`src/rtl/pixel_cipher_engine.sv`:
```
// Pixel stream cipher: keystream FIFO, frame FSM, 1-cycle result register.
// Optional chaining stage (prev feedback) enabled by `define CIPHER_DIFFUSION_EN.
module pixel_cipher_engine #(
  parameter int unsigned DATA_WIDTH     = 12,
  parameter int unsigned KEY_FIFO_DEPTH = 4
) (
  input  logic                  clk,
  input  logic                  rst_n,
  input  logic [DATA_WIDTH-1:0] key_in,
  input  logic                  key_done,
  output logic                  key_req,
  input  logic                  start,
  input  logic                  mode,
  input  logic [DATA_WIDTH-1:0] iv,
  input  logic [15:0]           frame_len,
  input  logic [DATA_WIDTH-1:0] pix_in,
  input  logic                  pix_valid,
  output logic                  pix_ready,
  output logic [DATA_WIDTH-1:0] data_out,
  output logic                  out_valid,
  input  logic                  out_ready,
  output logic                  busy,
  output logic                  frame_done,
  output logic                  key_ovf
);

  localparam int unsigned PTR_W = (KEY_FIFO_DEPTH > 1) ? $clog2(KEY_FIFO_DEPTH) : 1;
  localparam int unsigned CNT_W = PTR_W + 1;

  typedef enum logic [1:0] {IDLE, RUN, DRAIN, DONE} state_t;

  state_t                state, state_nx;
  logic [DATA_WIDTH-1:0] key_mem [KEY_FIFO_DEPTH];
  logic [PTR_W-1:0]      wr_ptr, rd_ptr;
  logic [CNT_W-1:0]      key_cnt, key_cnt_nx;
  logic                  fifo_full, fifo_empty, full_nx;
  logic                  push, pop, drop;
  logic                  req_pend, pend_nx;
  logic                  key_req_q, key_ovf_q;
  logic [15:0]           len_q, pix_cnt;
  logic [DATA_WIDTH-1:0] key_cur, result, data_q;
  logic                  out_valid_q;
  logic                  start_acc;

  assign start_acc  = start & (state == IDLE);
  assign fifo_full  = (key_cnt == CNT_W'(KEY_FIFO_DEPTH));
  assign fifo_empty = (key_cnt == '0);
  assign key_cur    = key_mem[rd_ptr];
  assign pix_ready  = (state == RUN) & ~fifo_empty & (~out_valid_q | out_ready);
  assign pop        = pix_valid & pix_ready;
  // A pop on the same edge frees the slot, so a full FIFO still accepts the push.
  assign push       = key_done & (~fifo_full | pop);
  assign drop       = key_done & fifo_full & ~pop;
  assign key_cnt_nx = key_cnt + CNT_W'(push) - CNT_W'(pop);
  assign full_nx    = (key_cnt_nx == CNT_W'(KEY_FIFO_DEPTH));
  assign pend_nx    = (req_pend | key_req_q) & ~key_done;

  assign key_req    = key_req_q;
  assign key_ovf    = key_ovf_q;
  assign data_out   = data_q;
  assign out_valid  = out_valid_q;
  assign busy       = (state != IDLE);
  assign frame_done = (state == DONE);

`ifdef CIPHER_DIFFUSION_EN
  logic                  mode_q;
  logic [DATA_WIDTH-1:0] prev_q, prev_nx;

  // Chained cipher: encrypt feeds back the ciphertext, decrypt the input word.
  always_comb begin
    result  = '0;
    prev_nx = prev_q;
    if (!mode_q) begin
      result  = (pix_in + key_cur) ^ prev_q;
      prev_nx = result;
    end else begin
      result  = (pix_in ^ prev_q) - key_cur;
      prev_nx = pix_in;
    end
  end

  // Chaining state: seeded from iv at frame start, advanced per accepted pixel.
  always_ff @(posedge clk) begin
    if (!rst_n) begin
      mode_q <= 1'b0;
      prev_q <= '0;
    end else if (start_acc) begin
      mode_q <= mode;
      prev_q <= iv;
    end else if (pop) begin
      prev_q <= prev_nx;
    end
  end
`else
  logic cfg_unused;

  // Plain keystream XOR; mode and iv have no effect in this build.
  assign result     = pix_in ^ key_cur;
  assign cfg_unused = ^{mode, iv};
`endif

  // Frame FSM state register.
  always_ff @(posedge clk) begin
    if (!rst_n) state <= IDLE;
    else        state <= state_nx;
  end

  // Frame FSM next-state logic.
  always_comb begin
    state_nx = state;
    case (state)
      IDLE:    if (start) state_nx = (frame_len == 16'd0) ? DONE : RUN;
      RUN:     if (pop && ((pix_cnt + 16'd1) == len_q)) state_nx = DRAIN;
      DRAIN:   if (!out_valid_q || out_ready) state_nx = DONE;
      DONE:    state_nx = IDLE;
      default: state_nx = IDLE;
    endcase
  end

  // Frame length latch and accepted-pixel counter.
  always_ff @(posedge clk) begin
    if (!rst_n) begin
      len_q   <= '0;
      pix_cnt <= '0;
    end else if (start_acc) begin
      len_q   <= frame_len;
      pix_cnt <= '0;
    end else if (pop) begin
      pix_cnt <= pix_cnt + 16'd1;
    end
  end

  // Keystream storage; contents need no reset since the count gates reads.
  always_ff @(posedge clk) begin
    if (push) key_mem[wr_ptr] <= key_in;
  end

  // Keystream FIFO pointers, occupancy and sticky overflow flag.
  always_ff @(posedge clk) begin
    if (!rst_n) begin
      wr_ptr    <= '0;
      rd_ptr    <= '0;
      key_cnt   <= '0;
      key_ovf_q <= 1'b0;
    end else begin
      if (push) wr_ptr <= wr_ptr + PTR_W'(1);
      if (pop)  rd_ptr <= rd_ptr + PTR_W'(1);
      key_cnt <= key_cnt_nx;
      if (drop) key_ovf_q <= 1'b1;
    end
  end

  // Key request: one-cycle pulse, then held off until the word arrives.
  always_ff @(posedge clk) begin
    if (!rst_n) begin
      req_pend  <= 1'b0;
      key_req_q <= 1'b0;
    end else begin
      req_pend  <= pend_nx;
      key_req_q <= ~full_nx & ~pend_nx;
    end
  end

  // Output register: holds until accepted, reload allowed on the accept cycle.
  always_ff @(posedge clk) begin
    if (!rst_n) begin
      data_q      <= '0;
      out_valid_q <= 1'b0;
    end else if (pop) begin
      data_q      <= result;
      out_valid_q <= 1'b1;
    end else if (out_ready) begin
      out_valid_q <= 1'b0;
    end
  end

endmodule

```
`config.mk`:
```
export PLATFORM = sky130hd
export DESIGN_NAME = pixel_cipher_engine
export DESIGN_NICKNAME = d
export VERILOG_FILES = /design/src/rtl/pixel_cipher_engine.sv
export SDC_FILE = /design/constraint.sdc
export NUM_CORES = 1
export LEC_CHECK = 0
export CORE_AREA = 2 2 97 99
export CTS_CLUSTER_SIZE = 25
export DETAILED_ROUTE_END_ITERATION = 7
export DIE_AREA = 0 0 99 101
export GPL_TIMING_DRIVEN = 1
export PLACE_DENSITY = 0.84
export SETUP_SLACK_MARGIN = 0.05
export SLEW_MARGIN = 20
export SYNTH_ARGS = -nofsm -noshare
export SYNTH_HDL_FRONTEND = slang
export SYNTH_SLANG_ARGS = --single-unit
export TNS_END_PERCENT = 10
```
`constraint.sdc`:
```
create_clock -name clk -period 6.8 [get_ports clk]
set_clock_uncertainty 0.15 [all_clocks]
set_input_delay 0.68 -clock clk [delete_from_list [all_inputs] [get_ports clk]]
set_output_delay 0.68 -clock clk [all_outputs]
set_load 0.05 [all_outputs]
```
---- Yosys cells after proc, flatten, opt, wreduce, memory -nomap -nowiden ----
Memories as Yosys holds them, arrays and structs flattened. A register that Yosys moved wholly into a read port is not among the register bits.
Index checks and enable logic that the tools add are counted.
storage, ports and cells
  memories ................................ 1
  flip-flop bits (word level) ............. 57
  output and inout bits ................... 18
  RAM bits ................................ 48
  word-level logic and storage cells ...... 68
memories
  memory   depth  bits a word  rd ports  clocked after memory_dff  write ports  line  text
  key_mem  4      12           1         1                         1            33    logic [DATA_WIDTH-1:0] key_mem [KEY_FIFO_DEPTH];
operators by class
  equal/unequal tests ..................... 9
  reductions and logical operators ........ 10
  mux-type cells .......................... 11
  $add $sub $neg .......................... 5
  bitwise logic cells ..................... 21
operators by type and width
  kind                     count
  $add A16 B1 Y16 const B  1
  $eq A16 B16 Y1           1
  $logic_not A16 Y1        1
  $mux W2                  6
  $xor A12 B12 Y12         1
  $and A1 B1 Y1            9
  $not A1 Y1               8
  $pmux W2 S4              1
  $eq A3 B3 Y1 const B     2
  $add A2 B1 Y2 const B    2
  $eq A2 B2 Y1 const B     2
  $mux W1                  4
  $ne A2 B2 Y1 const B     2
  $reduce_bool A2 Y1       2
  $add A3 B1 Y3            1
  $logic_not A3 Y1         1
  $or A1 B1 Y1             3
  $reduce_and A3 Y1        1
  $sub A3 B1 Y3            1
  $eq A2 B1 Y1 const B     1
  $logic_not A2 Y1         1
  $ne A2 B1 Y1 const B     1
  $reduce_or A2 Y1         1
  $logic_and A1 B1 Y1      1
  2 further kinds          2

---- Logic depth before layout (Yosys ltp) ----
Gate-level depths: netlist (run 1).
  word-level depth ........................ 12
  gate-level depth with buffers ........... 15
  gate-level depth less buffers ........... 14

---- Worst setup path after synthesis (run 1) ----
Ideal clock, no wire load.
  path type ............................... input to register
  start ................................... input out_ready
  end ..................................... register key_cnt[2]
  stages on the path ...................... 14
  path slack .............................. 2.414 ns
  arrival time ............................ 4.121 ns
  library setup time ...................... 0.115 ns
  path through ............................ nor2b_1 > nor3b_1 > nand2_1 > buf_1 > nand3_1 > and2_1 > inv_1 > ha_1 > inv_1 > ha_1 > fa_1 > xor2_1 > xnor2_1 > and2_1
between the ends
  word-level cells in the longest chain between the ends .. 7
RTL lines
  item                    line  text
  start: declaration      21    input logic out_ready,
  $or A1 B1 Y1 (*)        49    assign pix_ready = (state == RUN) & ~fifo_empty & (~out_valid_q | out_ready);
  $and A1 B1 Y1 (*)       49
  via pix_ready           18    output logic pix_ready,
  $and A1 B1 Y1 (*)       50    assign pop = pix_valid & pix_ready;
  $or A1 B1 Y1            52    assign push = key_done & (~fifo_full | pop);
  $and A1 B1 Y1           52
  $add A3 B1 Y3           54    assign key_cnt_nx = key_cnt + CNT_W'(push) - CNT_W'(pop);
  $sub A3 B1 Y3 (*)       54
  end signal: assignment  148   key_cnt <= key_cnt_nx;
  end: declaration        35    logic [CNT_W-1:0] key_cnt, key_cnt_nx;
The timed path passes the listed nets; every way through them passes the cells marked *.
A chain may end at the register's enable or synchronous reset.

---- Worst setup path after layout (run 1) ----
  start ................................... input out_ready
  end ..................................... register key_cnt[2]
between the ends
  word-level cells in the longest chain between the ends .. 7
RTL lines
  item               line
  $or A1 B1 Y1 (*)   49
  $and A1 B1 Y1 (*)  49
  $and A1 B1 Y1 (*)  50
  $or A1 B1 Y1       52
  $and A1 B1 Y1      52
  $add A3 B1 Y3      54
  $sub A3 B1 Y3 (*)  54
Every way passes the cells marked *; elsewhere a longest branch is shown, timed or not.

==> metrics.txt, run 1 <==
status finished clean; CTS Hold Bufs 0; cell area after layout 5730 sq um; Req. time, crit path 6940 ps; Syn Inst Count 440; Final Hold Fails 0; clk_lat worst skew 380 ps; CP peak stage delay 630 ps; core area 8980 sq um; Seq/Total Area, Yosys 54.0%; Seq cells post-synth 107; HP Class reg -> reg; CP max FO 37; worst slew pin tran 832 ps; DRC Markers 0; final sum of negative setup slack 0 ps; count leader, synth dfxtp_1; Via density 5.78; count of cell types in the netlist 56; Initial DRC Count 225; Seq. cell area 2620 sq um; total track usage 22.6%; wire per inst 18.0 microns; Finish-stage setup viols 0; vias in the first global route 3626; TritonCTS clock tree done; final worst slack 3160 ps; Finished Layout Cells 608; post-synth top area cell edfxtp_1; layout cells sized above 1 8.45%; critical path type in -> reg; fillers 691; syn_nets 512; reg2reg setup slack 3270 ps; Worst setup SP type primary input; relative slew slack 44.4%; Multi-input gate area 2080 sq um; Pre-antenna DRT Iters 4; largest net degree at the start of global routing 38; Slew Limit Fails 0; # rows 35; CTS buffer count 9; Levels on crit path 12; clk sinks 107; mapped cell area 4860 sq um; unrepaired setup endpoints after global routing no; CP bufs+invs 3; CTS resizes 0; Max VDD drop 0.000189 V; I/O pins 77; Initial Util 54.1%; Die Y 101 microns; Tmin final 3640 ps; reg-to-reg endpoint key_cnt[2]; Post-synth top cells dfxtp_1, nand2_1, nor2_1; port bufs 63; initial antenna violation count 0; postcts setup bufs 0; Worst path top cell family by delay buffers and inverters; Area Growth Syn to Fin 18.0%; WP data arrival 3780 ps; pwr dens 279 nW/um^2; HPWL Detailed 7670 microns; Placement Setup Slack 2780 ps; Slowest-stage cell, CP inv_2; area of the die 10000 sq um; cell total after placement 592; Nets 564; cell mode on critical path ha_1; Critical Path Start out_ready; Clock Root Buffer clkbuf_8; Via Count 3513; DP Area 5530 sq um; gr ovfl total 0; nature of the critical path endpoint flop; final worst-path cycle share 53.5%; first-pass GRT wire length 17300 microns; synth warn 0; r2r worst-path depth 12; gpl congestion 0.895; antenna cells 0; Synth Flop Type dfxtp_1; drt total wl 11000 microns; Worst Setup EP key_cnt[2]; Max-Cap Viols 0; f_max 275 MHz; share of flip-flops with an asynchronous set or reset 0%; post-synth top area share 29.7%; chip width 99 microns; Post-synth EDFFs 48; H-tree Lvls 3; Clock Pin Slew Worst Setup and Hold Paths 120 ps; Longest Clk Path Bufs 2; ANT nets after route 0; r2r startpoint state[1]; syn_area_per_cell 11.0 sq um; CP Cell Sequence clkdlybuf4s50_1, nor2b_1, nor3b_1, nand2_1, inv_2, ha_1, inv_1, ha_1, fa_1, xor2_1, xnor2_1, and2_1; Area contributors post-synth edfxtp_1, dfxtp_1, mux4_2, xnor2_1, nand2_1; Pleak 1.95 nW
==> final cells by class <==
cell class,instances,area share [%]
clock buffers,9,2.16
clock inverters,7,1.37
well taps,111,2.42
inverters,14,0.916
flip-flops and latches,107,45.7
repair buffers,64,11.1
multi-input cells,296,36.3
==> how the worst min path moves through the flow <==
| stage | start | end | cells past startpoint |
|---|---|---|---|
| floorplan | len_q[8] | len_q[8] | 2 |
| global placement | len_q[1] | len_q[1] | 2 |
| detailed placement | len_q[15] | len_q[15] | 2 |
| CTS | len_q[13] | len_q[13] | 2 |
| global route | len_q[2] | len_q[2] | 2 |
| finish | len_q[2] | len_q[2] | 2 |
==> per-stage QoR <==
stage | hold WS (ps) | utilization, % | power [mW]
2_1_floorplan | 296 | - | 1.07
3_3_place_gp | 307 | 61.6 | 1.18
3_5_place_dp | 318 | 61.6 | 1.21
4_1_cts | 336 | 63.9 | 1.60
5_1_grt | 362 | 63.9 | 1.66
6_report | 332 | 63.9 | 1.60
==> cell usage in the layout (no fill, tap or decap), drive strengths merged, types with 2 or more instances in the layout <==
master,Yosys,routed
clkdlybuf4s50,0,63
dfxtp,59,59
nand2,54,54
nor2,50,50
edfxtp,48,48
xnor2,29,29
a21oi,24,24
inv,14,20
xor2,16,16
a211oi,14,14
mux4,12,12
ha,12,12
nand3,11,11
clkbuf,11,9
nor4,7,7
o21ai,7,7
nand4,7,7
nor3,6,6
and3,6,6
and2,6,6
or4,4,4
o31ai,3,3
or3,2,2
o2111ai,2,2
o22ai,2,2
and4,2,2
or2,2,2
==> registers in the layout, indices dropped and copies added, names as in the netlist, named ones only <==
register and count:
len_q 16, rd_ptr 2, key_ovf 1, out_valid 1, key_req 1, pix_cnt 16
req_pend 1, data_out 12, wr_ptr 2, state 2, key_cnt 3, key_mem 48
==> per-layer routing <==
metal / GRT usage (%) / vias to the layer above / wire length, microns
met5: 0 / - / 0
li1: - / 1670 / -
met1: 26.5 / 1715 / 4470
met4: 9.27 / 0 / 243
met2: 39.7 / 109 / 5580
met3: 5.69 / 19 / 659
==> cell families (layout without fill, tap and decap cells) <==
| logic type | Yosys count | count (layout) | synth area share [%] |
|---|---|---|---|
| multiplexers | 13 | 13 | 5.77 |
| adder cells (fa/ha/maj) | 13 | 13 | 3.50 |
| AO/OA/AOI/OAI | 64 | 64 | 9.24 |
| flip-flops | 107 | 107 | 54.0 |
| AND/OR/NAND/NOR | 161 | 161 | 16.2 |
| buffers and inverters | 37 | 94 | 3.24 |
| XOR/XNOR | 45 | 45 | 8.11 |
==> worst register-to-register path, delay by kind of cell (launching register included) <==
family                   cells  cell delay, ps
buffers and inverters        3             790
AND/OR/NAND/NOR              3             800
adder cells (fa/ha/maj)      4            1000
flip-flops                   1             360
XOR/XNOR                     2             310
==> where the power goes <==
group          switching [mW]  total (mW)  internal [mW]
combinational           0.242       0.408          0.167
clock                   0.254       0.404          0.151
sequential             0.0449       0.788          0.743
Power figures use the tool's default switching activity.
==> inputs of run 2 (changes only) <==
--- a/config.mk
+++ b/config.mk
@@ -5,12 +5,12 @@
 export SDC_FILE = /design/constraint.sdc
 export NUM_CORES = 1
 export LEC_CHECK = 0
-export CORE_AREA = 2 2 97 99
+export CORE_AREA = 2 2 104 106
 export CTS_CLUSTER_SIZE = 25
 export DETAILED_ROUTE_END_ITERATION = 7
-export DIE_AREA = 0 0 99 101
+export DIE_AREA = 0 0 106 108
 export GPL_TIMING_DRIVEN = 1
-export PLACE_DENSITY = 0.84
+export PLACE_DENSITY = 0.77
 export SETUP_SLACK_MARGIN = 0.05
 export SLEW_MARGIN = 20
 export SYNTH_ARGS = -nofsm -noshare
==> constraint.sdc (replaced) <==
create_clock -name clk -period 2.91 [get_ports clk]
set_clock_uncertainty 0.15 [all_clocks]
set_input_delay 0.291 -clock clk [delete_from_list [all_inputs] [get_ports clk]]
set_output_delay 0.291 -clock clk [all_outputs]
set_load 0.05 [all_outputs]
==> run 2 against run 1 <==
Cell count rose by 7.4%. Setup slack worse by 3000 ps. Clock power rose by 130%. Critical endpoint is now state[0]. Largest cell class unchanged. Largest power group unchanged.
==> metrics.txt, run 2 (synthesized netlist as in run 1, its figures left out) <==
status finished clean; cell total after placement 637; Final Power 3.78 mW; final worst-path cycle share 93.7%; largest net degree at the start of global routing 38; I/O pins 77; Pre-antenna DRT Iters 4; Finish-stage setup viols 0; total track usage 18.8%; pwr dens 628 nW/um^2; Area Growth Syn to Fin 23.7%; CTS buffer count 9; Finished Core Util 58.7%; clk sinks 107; port bufs 63; routing usage on met1 23.0%; Initial DRC Count 117; Nets 584; H-tree Lvls 3; most frequent cells in the layout clkdlybuf4s50_1, dfxtp_1, nand2_1, nor2_1, edfxtp_1; worst slew pin tran 589 ps; final worst slack 184 ps; TritonCTS clock tree done; met3 usage 4.58%; Worst setup SP type flop; Die Y 108 microns; biggest regs key_mem: 48 flops, len_q: 16 flops, pix_cnt: 16 flops; Clock Root Buffer clkbuf_8; initial antenna violation count 0; Net Switching 1.24 mW; Max-Cap Viols 0; GR Util met2 32.5%; antenna cells 0; Initial Util 47.5%; CTS Hold Bufs 0; Clk pwr share 24.2%; r2r worst-path depth 7; Req. time, crit path 3060 ps; Seq. cell area 2630 sq um; Comb pwr share 27.4%; Min-Delay Path Depth 3; Top Usage Layer GRT met2; gpl congestion 0.799; DRC Markers 0; Finished Layout Cells 653; critical path type reg -> reg; Final Hold Fails 0; final sum of negative setup slack 0 ps; CP max FO 7; Via Count 3501; Multi-input gate area 2160 sq um; Clock Pin Slew Worst Setup and Hold Paths 100 ps; Tmin final 2730 ps; drt total wl 10100 microns; max FFs per register 48; Via density 5.36; Sw Ratio 32.9%; postcts setup bufs 0; most common cell after layout, fill and taps aside clkdlybuf4s50_1; HP Class in -> reg; Slew Limit Fails 0; # rows 37; Max VDD drop 0.000490 V; Internal Dissipation 2.53 mW; Reg with most FFs key_mem; f_max 367 MHz; clk_lat worst skew 380 ps; WP data arrival 2880 ps; first-pass GRT wire length 16700 microns; wire per inst 15.5 microns; Sequential Power Share 48.4%; fillers 815; unrepaired setup endpoints after global routing no; ANT nets after route 0; vias in the first global route 3539; Pleak 2.06 nW; relative slew slack 60.7%; gr ovfl total 0; core area 10200 sq um; layout cells sized above 1 14.9%; Longest Clk Path Bufs 2; chip width 106 microns; nature of the critical path endpoint flop; area of the die 11400 sq um; HPWL Detailed 7460 microns; Placement Setup Slack -15.8 ps
-- run 2: cell types whose count changed in the layout (fill, tap and decap cells not counted), moves of 2 or more --
cell / before / now
buf_4: 1 / 21
ha_1: 12 / 9
ha_4: 0 / 3
inv_1: 13 / 10
inv_2: 1 / 4
inv_8: 4 / 1
clkinv_8: 0 / 2
dfxtp_1: 59 / 57
-- run 2: power groups by stage --
| stage | sequential (mW) | combinational [mW] | clock, mW |
|---|---|---|---|
| 2_1_floorplan | 1.96 | 0.591 | 0 |
| 3_3_place_gp | 1.85 | 1.00 | 0 |
| 3_5_place_dp | 1.86 | 1.03 | 0 |
| 4_1_cts | 1.83 | 1.04 | 0.936 |
| 5_1_grt | 1.85 | 1.13 | 0.991 |
| 6_report | 1.83 | 1.03 | 0.914 |
-- run 2: routing by layer --
metal	vias up	part of all wire, %
met5	-	0
met4	0	1.9
met3	17	4.7
met2	89	51
met1	1688	42
li1	1707	-
-- run 2: final timing paths --
check | startpoint | to | slack, ps
hold / removal | frame_len[2] | len_q[2] | 330
hold reg to reg | len_q[2] | len_q[2] | 340
setup / recovery | pix_cnt[2] | state[0] | 180
setup reg to reg | pix_cnt[2] | state[0] | 180
-- run 2: final cells by class --
class | count | share of cell area [%]
Tap cell | 136 | 2.83
Sequential cell | 107 | 43.7
Inverter | 14 | 0.874
Clock buffer | 9 | 2.06
Timing Repair Buffer | 84 | 13.1
Multi-Input combinational cell | 296 | 36.0
Clock inverter | 7 | 1.42
-- run 2: worst max-delay path, cell delays in order, from the launching register on --
cell and delay [ps]:
dfxtp_1 530, nand4_4 200, or4_4 560, o21a_1 200, o311ai_2 250, o2111ai_1 260, o221a_1 320, a211oi_2 190
-- run 2: timing repair --
action,CTS,global route
endpoints found under the hold margin,0,0
gates resized for setup,0,2
setup endpoints to repair,0,2
-- run 2: metrics by stage --
| stage | cell area, sq um | hold slack (ps) |
|---|---|---|
| 2_1_floorplan | 4950 | 240 |
| 3_3_place_gp | 5790 | 312 |
| 3_5_place_dp | 5790 | 318 |
| 5_1_grt | 6010 | 335 |
| 6_report | 6010 | 328 |
| 4_1_cts | 6000 | 315 |
